$ cat src/rtl/datapath_seq_if.sv
// Command channel (valid/ready) and retire/status bundle between the decode FSM and datapath_seq.
interface datapath_seq_if #(
  parameter int DATA_W = 16,
  parameter int NREGS  = 8
);
  localparam int RA_W = $clog2(NREGS);

  logic              cmd_valid;
  logic              cmd_ready;
  logic [2:0]        cmd_op;
  logic [RA_W-1:0]   cmd_rd;
  logic [RA_W-1:0]   cmd_rn;
  logic [RA_W-1:0]   cmd_rm;
  logic [1:0]        cmd_shift;
  logic [DATA_W-1:0] cmd_imm;
  logic              done;
  logic [DATA_W-1:0] result;
  logic              Z;
  logic              N;
  logic              V;

  modport master (
    output cmd_valid, cmd_op, cmd_rd, cmd_rn, cmd_rm, cmd_shift, cmd_imm,
    input  cmd_ready, done, result, Z, N, V
  );

  modport slave (
    input  cmd_valid, cmd_op, cmd_rd, cmd_rn, cmd_rm, cmd_shift, cmd_imm,
    output cmd_ready, done, result, Z, N, V
  );
endinterface

$ cat src/rtl/datapath_seq.sv
// Register file + A/B/C datapath driven by an internal sequencer; one command runs RDA->RDB->EXEC->WB.
// Optional DP_STATUS_NV_EN: when defined, N and V flags are computed; otherwise they are tied to 0.
module datapath_seq #(
  parameter int  DATA_W = 16,
  parameter int  NREGS  = 8,
  localparam int RA_W   = $clog2(NREGS)
) (
  input  logic              clk,
  input  logic              rst_n,
  datapath_seq_if.slave     bus,
  input  logic [RA_W-1:0]   dbg_rnum,
  output logic [DATA_W-1:0] dbg_rdata
);
  localparam int MSB = DATA_W - 1;

  localparam logic [2:0] OP_MOVI = 3'd0;
  localparam logic [2:0] OP_ADD  = 3'd1;
  localparam logic [2:0] OP_CMP  = 3'd2;
  localparam logic [2:0] OP_AND  = 3'd3;
  localparam logic [2:0] OP_MVN  = 3'd4;
  localparam logic [2:0] OP_MOV  = 3'd5;

  typedef enum logic [2:0] {S_IDLE, S_RDA, S_RDB, S_EXEC, S_WB} state_t;

  state_t            state_reg, state_next;
  logic [2:0]        op_reg;
  logic [RA_W-1:0]   rd_reg, rn_reg, rm_reg;
  logic [1:0]        shift_reg;
  logic [DATA_W-1:0] imm_reg;
  logic [DATA_W-1:0] a_reg, b_reg, c_reg;
  logic              z_reg;
  logic              done_reg;

  logic [DATA_W-1:0] regs [NREGS];
  logic [DATA_W-1:0] bs, sum, diff, alu_y, wb_data;
  logic              accept, wb_we;

  assign bus.cmd_ready = (state_reg == S_IDLE);
  assign accept        = bus.cmd_valid && bus.cmd_ready;

  // CMP goes through EXEC for the flags but never writes back; illegal ops write nothing.
  assign wb_we   = (state_reg == S_WB) &&
                   (op_reg inside {OP_MOVI, OP_ADD, OP_AND, OP_MVN, OP_MOV});
  assign wb_data = (op_reg == OP_MOVI) ? imm_reg : c_reg;

  generate
    for (genvar gi = 0; gi < NREGS; gi++) begin : g_reg
      logic [DATA_W-1:0] reg_q;
      always_ff @(posedge clk or negedge rst_n) begin
        if (!rst_n)
          reg_q <= '0;
        else if (wb_we && (rd_reg == RA_W'(gi)))
          reg_q <= wb_data;
      end
      assign regs[gi] = reg_q;
    end
  endgenerate

  assign dbg_rdata = regs[dbg_rnum];

  always_comb begin
    state_next = state_reg;
    case (state_reg)
      S_IDLE: if (accept)
                state_next = (bus.cmd_op inside {OP_ADD, OP_CMP, OP_AND, OP_MVN, OP_MOV})
                             ? S_RDA : S_WB;
      S_RDA:  state_next = S_RDB;
      S_RDB:  state_next = S_EXEC;
      S_EXEC: state_next = S_WB;
      S_WB:   state_next = S_IDLE;
      default: state_next = S_IDLE;
    endcase
  end

  always_comb begin
    bs = b_reg;
    case (shift_reg)
      2'b01:   bs = {b_reg[MSB-1:0], 1'b0};
      2'b10:   bs = {1'b0, b_reg[MSB:1]};
      2'b11:   bs = {b_reg[MSB], b_reg[MSB:1]};
      default: bs = b_reg;
    endcase
  end

  assign sum  = a_reg + bs;
  assign diff = a_reg - bs;

  always_comb begin
    alu_y = '0;
    case (op_reg)
      OP_ADD:  alu_y = sum;
      OP_CMP:  alu_y = diff;
      OP_AND:  alu_y = a_reg & bs;
      OP_MVN:  alu_y = ~bs;
      OP_MOV:  alu_y = bs;
      default: alu_y = '0;
    endcase
  end

  always_ff @(posedge clk or negedge rst_n) begin
    if (!rst_n) begin
      state_reg <= S_IDLE;
      op_reg    <= '0;
      rd_reg    <= '0;
      rn_reg    <= '0;
      rm_reg    <= '0;
      shift_reg <= '0;
      imm_reg   <= '0;
      a_reg     <= '0;
      b_reg     <= '0;
      c_reg     <= '0;
      z_reg     <= 1'b0;
      done_reg  <= 1'b0;
    end else begin
      state_reg <= state_next;
      done_reg  <= (state_reg == S_WB);
      if (accept) begin
        op_reg    <= bus.cmd_op;
        rd_reg    <= bus.cmd_rd;
        rn_reg    <= bus.cmd_rn;
        rm_reg    <= bus.cmd_rm;
        shift_reg <= bus.cmd_shift;
        imm_reg   <= bus.cmd_imm;
      end
      if (state_reg == S_RDA)
        a_reg <= regs[rn_reg];
      if (state_reg == S_RDB)
        b_reg <= regs[rm_reg];
      if (state_reg == S_EXEC) begin
        c_reg <= alu_y;
        z_reg <= (alu_y == '0);
      end
      if ((state_reg == S_WB) && (op_reg == OP_MOVI))
        c_reg <= imm_reg;
    end
  end

  assign bus.done   = done_reg;
  assign bus.result = c_reg;
  assign bus.Z      = z_reg;

`ifdef DP_STATUS_NV_EN
  logic n_reg, v_reg, alu_v;

  // Two's-complement overflow: operands agree in sign (after negating B for CMP) but result differs.
  always_comb begin
    alu_v = 1'b0;
    if (op_reg == OP_ADD)
      alu_v = (a_reg[MSB] == bs[MSB]) && (sum[MSB] != a_reg[MSB]);
    else if (op_reg == OP_CMP)
      alu_v = (a_reg[MSB] != bs[MSB]) && (diff[MSB] != a_reg[MSB]);
  end

  always_ff @(posedge clk or negedge rst_n) begin
    if (!rst_n) begin
      n_reg <= 1'b0;
      v_reg <= 1'b0;
    end else if (state_reg == S_EXEC) begin
      n_reg <= alu_y[MSB];
      v_reg <= alu_v;
    end
  end

  assign bus.N = n_reg;
  assign bus.V = v_reg;
`else
  assign bus.N = 1'b0;
  assign bus.V = 1'b0;
`endif
endmodule

$ cat src/flat_wrapper.sv
// flat-port wrapper written by rule: the top's interface ports become plain ports
module datapath_seq_flat 
#(
  parameter int  DATA_W = 16,
  parameter int  NREGS  = 8,
  localparam int RA_W   = $clog2(NREGS)
)
  (clk, rst_n, dbg_rnum, dbg_rdata, bus_cmd_valid, bus_cmd_op, bus_cmd_rd, bus_cmd_rn, bus_cmd_rm, bus_cmd_shift, bus_cmd_imm, bus_cmd_ready, bus_done, bus_result, bus_Z, bus_N, bus_V);
  datapath_seq_if #(.DATA_W(DATA_W), .NREGS(NREGS)) bus_i ();
  input  logic clk;
  input  logic rst_n;
  input  logic [RA_W-1:0] dbg_rnum;
  output logic [DATA_W-1:0] dbg_rdata;
  input wire logic [$bits(bus_i.cmd_valid)-1:0] bus_cmd_valid;
  input wire logic [$bits(bus_i.cmd_op)-1:0] bus_cmd_op;
  input wire logic [$bits(bus_i.cmd_rd)-1:0] bus_cmd_rd;
  input wire logic [$bits(bus_i.cmd_rn)-1:0] bus_cmd_rn;
  input wire logic [$bits(bus_i.cmd_rm)-1:0] bus_cmd_rm;
  input wire logic [$bits(bus_i.cmd_shift)-1:0] bus_cmd_shift;
  input wire logic [$bits(bus_i.cmd_imm)-1:0] bus_cmd_imm;
  output wire logic [$bits(bus_i.cmd_ready)-1:0] bus_cmd_ready;
  output wire logic [$bits(bus_i.done)-1:0] bus_done;
  output wire logic [$bits(bus_i.result)-1:0] bus_result;
  output wire logic [$bits(bus_i.Z)-1:0] bus_Z;
  output wire logic [$bits(bus_i.N)-1:0] bus_N;
  output wire logic [$bits(bus_i.V)-1:0] bus_V;
  assign bus_i.cmd_valid = bus_cmd_valid;
  assign bus_i.cmd_op = bus_cmd_op;
  assign bus_i.cmd_rd = bus_cmd_rd;
  assign bus_i.cmd_rn = bus_cmd_rn;
  assign bus_i.cmd_rm = bus_cmd_rm;
  assign bus_i.cmd_shift = bus_cmd_shift;
  assign bus_i.cmd_imm = bus_cmd_imm;
  assign bus_cmd_ready = bus_i.cmd_ready;
  assign bus_done = bus_i.done;
  assign bus_result = bus_i.result;
  assign bus_Z = bus_i.Z;
  assign bus_N = bus_i.N;
  assign bus_V = bus_i.V;
  datapath_seq #(.DATA_W(DATA_W), .NREGS(NREGS)) u_core (.clk(clk), .rst_n(rst_n), .bus(bus_i), .dbg_rnum(dbg_rnum), .dbg_rdata(dbg_rdata));
endmodule
$ cat config.mk
export PLATFORM = sky130hd
export DESIGN_NAME = datapath_seq_flat
export DESIGN_NICKNAME = d
export VERILOG_FILES = /design/src/rtl/datapath_seq_if.sv /design/src/rtl/datapath_seq.sv /design/src/flat_wrapper.sv
export SDC_FILE = /design/constraint.sdc
export NUM_CORES = 1
export LEC_CHECK = 0
export CELL_PAD_IN_SITES_DETAIL_PLACEMENT = 0
export CELL_PAD_IN_SITES_GLOBAL_PLACEMENT = 1
export CORE_MARGIN = 4
export CORE_UTILIZATION = 54
export CTS_BUF_LIST = sky130_fd_sc_hd__clkbuf_8
export DETAILED_ROUTE_END_ITERATION = 10
export PLACE_DENSITY_LB_ADDON = 0.2
export SYNTH_ARGS = -nofsm -noshare
export SYNTH_HDL_FRONTEND = slang
export SYNTH_SLANG_ARGS = --single-unit
export TNS_END_PERCENT = 10
$ cat constraint.sdc
create_clock -name clk -period 10.7 [get_ports clk]
set_clock_uncertainty 0.05 [all_clocks]
set_input_delay 1.07 -clock clk [delete_from_list [all_inputs] [get_ports clk]]
set_output_delay 1.07 -clock clk [all_outputs]
set_load 0.02 [all_outputs]
==> results.json, run 1 <==
{
  "run_status": "completed",
  "fmax_mhz": 192,
  "slowest_delay_ns": 0.91,
  "drive_above_1_share_pct": 19.5,
  "path_max_fanout": 23,
  "synthArstFlopShare_pct": 100,
  "fillers": 1905,
  "cts_htree_levels": 2,
  "place_hpwl_mm": 24.0,
  "post-route-cell-area_um2": 14400,
  "synthFlopType": "dfrtp_1",
  "cts_hold_buf": 0,
  "clk_latency_ns": 0.57,
  "cp_cell_sequence": "mux2_2 > mux2i_1 > ha_1 > and3_1 > and3_1 > nor2_1 > xnor2_1 > ha_1 > a21o_1 > a2111oi_2 > nor3_1 > a21oi_1 > xnor2_1 > a2111oi_2 > nand4_1 > a2111oi_1 > a41o_1",
  "critPathKind": "register to register",
  "viasPerCell": 6.16,
  "nets": 1296,
  "cts_tree": "done",
  "largest_reg_flops": 128,
  "power_density_nw_per_um2": 388,
  "routedWlPerCell_um": 22.3,
  "max_slew_margin_pct": 19.8,
  "preCtsSetupSlack_ns": 5.53,
  "port_buffers": 70,
  "grt_use_total_pct": 27.4,
  "ir_worst_vdd_uv": 234,
  "synth_most_common_cell": "dfrtp_1",
  "syn_area_um2": 12800,
  "ys_top_cells_by_count": "dfrtp_1 (211), nor2_1 (156), a21oi_1 (149)",
  "clk_pin_slew_ns": 0.06,
  "area_delta_synth_final_pct": 12.8,
  "worst_ep_arrival_time_ns": 5.66,
  "synth-edff-count": 0,
  "placed_area_um2": 13700,
  "total_power_w": 0.00559,
  "report.final.setup_viol": 0,
  "route.detailed.drc": 0,
  "start_util_pct": 55.7,
  "die_w_um": 162,
  "ys_seq_area_share_pct": 41.4,
  "min_path_type": "primary input to asynchronous set/reset pin",
  "ys_top_cells_by_area": "dfrtp_1 (41%), mux4_2 (17%), a21oi_1 (5.8%)",
  "gp_congestion": 0.967,
  "gr-total-overflow": 0,
  "detail-route-antenna-nets": 0,
  "cts.path.max_buffers": 3,
  "end_kind": "register",
  "crit_buf_inv": 0,
  "maxCapViolations": 0,
  "tightest_slew_ns": 1.17,
  "yosysUniqueCellTypes": 70,
  "yosysWarningCount": 0,
  "drt_iter0_markers": 786,
  "grt_pass1_wl_mm": 55.6,
  "vias": 9750,
  "dieArea_um2": 26200,
  "cts.sinks": 211,
  "num_rows": 55,
  "cp-start-kind": "register",
  "post-cts-setup-buffers": 0,
  "grt_pass1_vias": 9643,
  "core_area_um2": 22900,
  "die_y_um": 162,
  "leakage_nw": 6.01,
  "cp_top_family": "compound AO/OA/AOI/OAI gates",
  "synthCells": 1204,
  "slowest_stage": "dfrtp_1",
  "drv_slew": 0,
  "multiInputGateArea_um2": 7100,
  "min_period_ns": 5.21,
  "rsz0062_at_grt": "false",
  "cts-root-buf": "clkbuf_8",
  "yosys.area.top_type_share_pct": 41.4,
  "finalHoldViolCount": 0,
  "synth_seq_cells": 211,
  "syn_area_per_cell_um2": 10.6,
  "grt_max_degree": 74,
  "pin_count": 73,
  "crit_required_ns": 11.15,
  "cts_resized": 0,
  "setup_ws_ns": 5.49,
  "cts_buffers": 38,
  "first_pass_iters": 5,
  "seqCellArea_um2": 5290,
  "fin_crit_sh_pct": 48.7,
  "fin_setup_tns_ns": 0,
  "yosysTopAreaCell": "dfrtp_1",
  "antenna_found_initial": 1,
  "largest_register": "u_core.g.reg_q",
  "totalWireLength_mm": 35.3
}
==> power by group <==
group	internal, W	switching [W]	total, W
Combinational	0.00150	0.00177	0.00327
Sequential	0.00115	0.000453	0.00160
Clock	0.000371	0.000347	0.000718
==> cells in the final DEF, fill, tap and decap left out, types with 43 or more instances in the layout <==
| cell | Yosys | final |
|---|---|---|
| mux2i_1 | 60 | 60 |
| nor2_1 | 156 | 155 |
| a21oi_1 | 149 | 149 |
| mux4_2 | 96 | 96 |
| clkdlybuf4s50_1 | 0 | 68 |
| nand2_1 | 91 | 91 |
| dfrtp_1 | 211 | 207 |
| mux2_2 | 51 | 51 |
| clkbuf_8 | 0 | 43 |
| o21ai_0 | 81 | 81 |
==> per-stage QoR <==
stage / util (%) / hold WS (ns) / std cells
5_1_grt: 62.8 / 0.426 / 1581
2_1_floorplan: - / 0.427 / 1205
6_report: 62.8 / 0.403 / 1583
3_5_place_dp: 59.7 / 0.453 / 1515
4_1_cts: 62.8 / 0.400 / 1581
3_3_place_gp: 59.7 / 0.440 / 1515
==> path summary, 6_finish.rpt <==
kind	from	endpoint	slack (ns)	depth (start not counted)
max reg2reg	u_core.shift_reg[0]	u_core.bus.Z	5.49	17
min in group clk	u_core.rm_reg[0]	u_core.rm_reg[0]	0.46	1
min reg2reg	u_core.rm_reg[0]	u_core.rm_reg[0]	0.46	1
max in group asynchronous	rst_n	u_core.g_reg[4].reg_q[9]	8.82	2
min	rst_n	u_core.g_reg[4].reg_q[0]	0.40	1
max	u_core.shift_reg[0]	u_core.bus.Z	5.49	17
==> layer usage <==
metal  track usage, %  share of wire (%)
met1             38.4                 42
met2             43.8                 47
met3             4.92                7.4
met4             9.03                3.2
met5                0                  0
==> cell type report <==
class | instances | share of cell area [%]
Multi-Input combinational cell | 888 | 49.3
Antenna cell | 2 | 0.0348
Clock inverter | 23 | 0.825
Tap cell | 313 | 2.72
Inverter | 12 | 0.313
Clock buffer | 43 | 4.11
Timing Repair Buffer | 91 | 5.96
Sequential cell | 211 | 36.7
==> cells by family (layout without fill, tap and decap cells) <==
| logic type | after synthesis | count (layout) | share of synthesized area [%] |
|---|---|---|---|
| AND/OR/NAND/NOR | 324 | 324 | 11.0 |
| other | 1 | 4 | 0.0294 |
| buffers and inverters | 106 | 169 | 3.32 |
| XOR/XNOR | 33 | 33 | 2.26 |
| AO/OA/AOI/OAI | 302 | 302 | 13.8 |
| multiplexers | 209 | 209 | 26.4 |
| flip-flops | 211 | 211 | 41.4 |
| adder cells (fa/ha/maj) | 18 | 18 | 1.82 |
Power figures use the tool's default switching activity.
==> run 2: changes to the inputs <==
Settings changed: CORE_UTILIZATION 54 to 45.
Clock period 10.7 ns to 4.75 ns, I/O delays scaled along.
==> results.json, run 2 (synthesized netlist as in run 1, its figures left out) <==
{
  "viasPerCell": 5.86,
  "gp_congestion": 0.889,
  "dieArea_um2": 31100,
  "crit_buf_inv": 0,
  "slowest_delay_ns": 0.46,
  "largest_register": "u_core.g.reg_q",
  "critPathKind": "register to register",
  "pin_count": 73,
  "path_max_fanout": 9,
  "cts_tree": "done",
  "nets": 1312,
  "whs_ns": -0.0215,
  "finalHoldViolCount": 7,
  "drive_above_1_share_pct": 21.2,
  "cp_cell_sequence": "mux2_2 > o32a_1 > nor2_1 > and3_1 > and3_1 > nor2_1 > xnor2_1 > ha_1 > a21o_1 > a2111oi_2 > nor3_1 > a21oi_2 > xnor2_1 > a2111oi_2 > nand4_1 > a2111oi_1 > a41o_1",
  "cts.sinks": 211,
  "leakage_nw": 6.14,
  "cts_buffers": 39,
  "num_rows": 61,
  "post-route-cell-area_um2": 14800,
  "clk_pin_slew_ns": 0.06,
  "cts_htree_levels": 2,
  "cts.path.max_buffers": 3,
  "antenna_found_initial": 0,
  "max_slew_margin_pct": 15.9,
  "ir_worst_vdd_uv": 407,
  "worst_ep_arrival_time_ns": 4.84,
  "maxCapViolations": 0,
  "routedWlPerCell_um": 22.1,
  "die_w_um": 176,
  "area_delta_synth_final_pct": 15.5,
  "largest_reg_flops": 128,
  "core_area_um2": 27900,
  "fin_setup_tns_ns": 0,
  "port_buffers": 70,
  "detail-route-antenna-nets": 0,
  "cts_hold_buf": 0,
  "die_y_um": 176,
  "min_path_type": "primary input to asynchronous set/reset pin",
  "route.detailed.drc": 0,
  "clk_latency_ns": 0.57,
  "report.final.setup_viol": 0,
  "start_util_pct": 45.8,
  "crit_required_ns": 5.18,
  "cts-root-buf": "clkbuf_8",
  "cp-start-kind": "register",
  "post-cts-setup-buffers": 0,
  "grt_pass1_wl_mm": 57.8,
  "end_kind": "register",
  "run_status": "finished with violations",
  "cp_top_family": "compound AO/OA/AOI/OAI gates",
  "fmax_mhz": 227,
  "drv_slew": 0,
  "drt_iter0_markers": 556,
  "fin_crit_sh_pct": 92.8,
  "final_common_cell": "dfrtp_1",
  "final_cell_mix": "dfrtp_1 (207), nor2_1 (155), a21oi_1 (148), mux4_2 (96), nand2_1 (91)",
  "place_hpwl_mm": 25.2,
  "rsz0062_at_grt": "false",
  "placed_area_um2": 13900,
  "grt_pass1_vias": 9893,
  "violations": "hold timing",
  "grt_max_degree": 123,
  "first_pass_iters": 5,
  "power_density_nw_per_um2": 883,
  "tightest_slew_ns": 1.23,
  "grt_use_total_pct": 24.0,
  "slowest_stage": "dfrtp_2",
  "vias": 9738,
  "num_antenna_cells": 0,
  "min_period_ns": 4.41,
  "gr-total-overflow": 0,
  "totalWireLength_mm": 36.7
}
-- run 2: per-stage QoR --
step	power [W]	cells	utilization, %	worst slack (ns)	hold slack [ns]
after global routing	0.0140	1663	52.9	0.0345	0.0463
final	0.0130	1663	52.9	0.343	-0.0215
after floorplan	0.00884	1205	-	0.594	0.129
after global placement	0.0110	1595	49.9	0.275	0.446
after CTS	0.0130	1663	52.9	0.160	0.00677
after detailed placement	0.0111	1595	49.9	0.169	0.461
-- run 2: path summary, 6_finish.rpt --
| check | cells past startpoint | start | slack (ns) | endpoint |
|---|---|---|---|---|
| min in group clk | 2 | u_core.g_reg[6].reg_q[1] | 0.47 | u_core.g_reg[6].reg_q[1] |
| worst min register to register | 2 | u_core.g_reg[6].reg_q[1] | 0.47 | u_core.g_reg[6].reg_q[1] |
| worst min-delay path | 1 | rst_n | -0.02 | u_core.rd_reg[2] |
| worst max register to register | 17 | u_core.shift_reg[0] | 0.34 | u_core.bus.Z |
| worst max-delay path | 17 | u_core.shift_reg[0] | 0.34 | u_core.bus.Z |
| max in group asynchronous | 2 | rst_n | 3.63 | u_core.g_reg[0].reg_q[14] |
-- run 2: final cells by class --
type / count / area (µm²)
inverter: 12 / 45.0
fill: 2524 / 13100
multi-input combinational: 888 / 7110
timing repair buffer: 106 / 996
sequential: 211 / 5290
clock inverter: 17 / 144
tap: 378 / 473
clock buffer: 51 / 702
-- run 2: routing by layer --
| metal | global-route usage [%] | part of all wire, % |
|---|---|---|
| met1 | 33.3 | 44 |
| met2 | 39.7 | 48 |
| met3 | 4.11 | 5.6 |
| met4 | 6.13 | 2.5 |
| met5 | 0 | 0 |
-- run 2: where the power goes --
group          total (W)  switching, W  internal, W
registers        0.00355      0.000964      0.00259
logic            0.00758       0.00410      0.00348
clock network    0.00189      0.000814      0.00108
total             0.0130       0.00588      0.00714
-- run 2: repair_timing --
item / 4_1_cts / 5_1_grt
setup endpoints to repair: 0 / 1
hold endpoints to repair: 0 / 0
gates resized for setup: 0 / 4
==> run 3: changes to the inputs <==
--- a/config.mk
+++ b/config.mk
@@ -10,4 +10,3 @@
 export CORE_MARGIN = 4
-export CORE_UTILIZATION = 45
-export CTS_BUF_LIST = sky130_fd_sc_hd__clkbuf_8
+export CORE_UTILIZATION = 44
 export DETAILED_ROUTE_END_ITERATION = 10
==> constraint.sdc (replaced) <==
create_clock -name clk -period 4.75 [get_ports clk]
set_clock_uncertainty 0.05 [all_clocks]
set_input_delay 0.95 -clock clk [delete_from_list [all_inputs] [get_ports clk]]
set_output_delay 0.95 -clock clk [all_outputs]
set_load 0.02 [all_outputs]
==> results.json, run 3 (synthesized netlist as in run 1, its figures left out) <==
{
  "run_status": "completed",
  "first_pass_iters": 5,
  "gr-total-overflow": 0,
  "swShare_pct": 44.4,
  "die_w_um": 178,
  "reg2reg_depth": 17,
  "cts_tree": "done",
  "leakage_nw": 6.17,
  "placed_area_um2": 13900,
  "end_kind": "register",
  "pin_count": 73,
  "min_period_ns": 4.42,
  "rsz0062_at_grt": "false",
  "viasPerCell": 5.84,
  "clockPowerShare_pct": 15.8,
  "grt_pass1_vias": 9454,
  "routedWlPerCell_um": 22.4,
  "critPathKind": "register to register",
  "drv_slew": 0,
  "reg2reg_slack_ns": 0.33,
  "critPathLaunch": "u_core.shift_reg[0]",
  "clk_latency_ns": 0.54,
  "ir_worst_vdd_uv": 476,
  "slowest_stage": "dfrtp_1",
  "crit_required_ns": 5.17,
  "dieArea_um2": 31800,
  "port_buffers": 70,
  "maxCapViolations": 0,
  "power_density_nw_per_um2": 894,
  "cp-start-kind": "register",
  "area_delta_synth_final_pct": 16.5,
  "cts_buffers": 26,
  "route.detailed.drc": 0,
  "num_rows": 62,
  "detail-route-antenna-nets": 0,
  "fin_crit_sh_pct": 93.1,
  "post-cts-setup-buffers": 0,
  "drt_iter0_markers": 727,
  "path_max_fanout": 6,
  "cts-root-buf": "clkbuf_16",
  "tightest_slew_ns": 1.15,
  "report.final.setup_viol": 0,
  "cp_cell_sequence": "mux2_2 > o32a_1 > nor2_1 > and3_1 > and3_1 > nor2_1 > xnor2_1 > ha_1 > a21o_1 > a2111oi_2 > nor3_1 > a21oi_1 > xnor2_1 > a2111oi_2 > nand4_1 > a2111oi_1 > a41o_1",
  "post-route-cell-area_um2": 14900,
  "reg2reg_to": "u_core.bus.Z",
  "largest_register": "u_core.g.reg_q",
  "min_path_type": "primary input to asynchronous set/reset pin",
  "final_common_cell": "dfrtp_1",
  "rr_startpoint": "u_core.shift_reg[0]",
  "drive_above_1_share_pct": 20.4,
  "die_y_um": 178,
  "antenna_found_initial": 1,
  "vias": 9658,
  "max_slew_margin_pct": 21.0,
  "place_inst": 1605,
  "crit_buf_inv": 0,
  "worst_ep_arrival_time_ns": 4.85,
  "p_int_w": 0.00739,
  "cp.depth": 17,
  "start_util_pct": 44.6,
  "place_hpwl_mm": 25.1,
  "total_power_w": 0.0133,
  "totalWireLength_mm": 37.0,
  "stdcell_count": 1654,
  "gp_congestion": 0.889,
  "clk_pin_slew_ns": 0.06,
  "finalHoldViolCount": 0,
  "cts_htree_levels": 1,
  "nets": 1303,
  "grt_pass1_wl_mm": 57.0,
  "cts_resized": 0,
  "pwr-share-seq_pct": 26.7,
  "grt_use_total_pct": 23.5,
  "p_switching_w": 0.00591,
  "grt_max_degree": 89,
  "cts_hold_buf": 0,
  "core_area_um2": 28600,
  "largest_reg_flops": 128,
  "fmax_mhz": 226,
  "fin_setup_tns_ns": 0,
  "cts.sinks": 211,
  "p_comb_share_pct": 57.6,
  "cts.path.max_buffers": 3,
  "cp_top_family": "compound AO/OA/AOI/OAI gates",
  "slowest_delay_ns": 0.40,
  "final_cell_mix": "dfrtp_1 (208), nor2_1 (155), a21oi_1 (149), mux4_2 (96), nand2_1 (91)"
}
-- run 3: worst reg2reg max path, stage by stage, from the launching register on --
cell       delay [ns]
dfrtp_1          0.40
mux2_2           0.35
o32a_1           0.32
nor2_1           0.14
and3_1           0.20
and3_1           0.23
nor2_1           0.07
xnor2_1          0.13
ha_1             0.36
a21o_1           0.21
a2111oi_2        0.36
nor3_1           0.13
a21oi_1          0.24
xnor2_1          0.14
a2111oi_2        0.37
nand4_1          0.13
a2111oi_1        0.32
a41o_1           0.22
-- run 3: worst max-delay path by stage --
stage	to	slack [ns]
floorplan	u_core.bus.Z	0.59
global placement	u_core.bus.Z	0.41
detailed placement	u_core.bus.Z	0.32
CTS	u_core.bus.Z	0.30
global route	u_core.bus.Z	0.03
finish	u_core.bus.Z	0.33
-- run 3: final cells by class --
type | instances | area (µm²)
diodes | 1 | 2.50
clock buffers | 31 | 709
clock inverters | 17 | 214
fillers | 2572 | 13800
inverters | 12 | 45.0
multi-input cells | 888 | 7100
flip-flops and latches | 211 | 5280
well taps | 384 | 480
repair buffers | 110 | 1040
-- run 3: power groups by stage --
stage / Clock, W / Sequential, W / Combinational, W
finish: 0.00210 / 0.00354 / 0.00765
global route: 0.00222 / 0.00369 / 0.00838
CTS: 0.00214 / 0.00355 / 0.00764
detailed placement: 0 / 0.00357 / 0.00758
global placement: 0 / 0.00352 / 0.00752
floorplan: 0 / 0.00316 / 0.00568
-- run 3: per-stage QoR --
step                util [%]  hold slack [ns]  setup WS (ns)
floorplan                  -            0.427          0.594
global placement        48.7            0.442          0.408
detailed placement      48.7            0.455          0.315
CTS                     51.9            0.340          0.304
global route            51.9            0.360         0.0261
finish                  52.0            0.327          0.326
-- run 3: per-layer routing --
metal,share of wire (%),GRT usage (%),up-vias
met5,0,0,-
met4,3.8,7.61,0
met3,7.0,5.13,74
met2,46,36.9,267
met1,43,32.8,4803
li1,-,-,4514
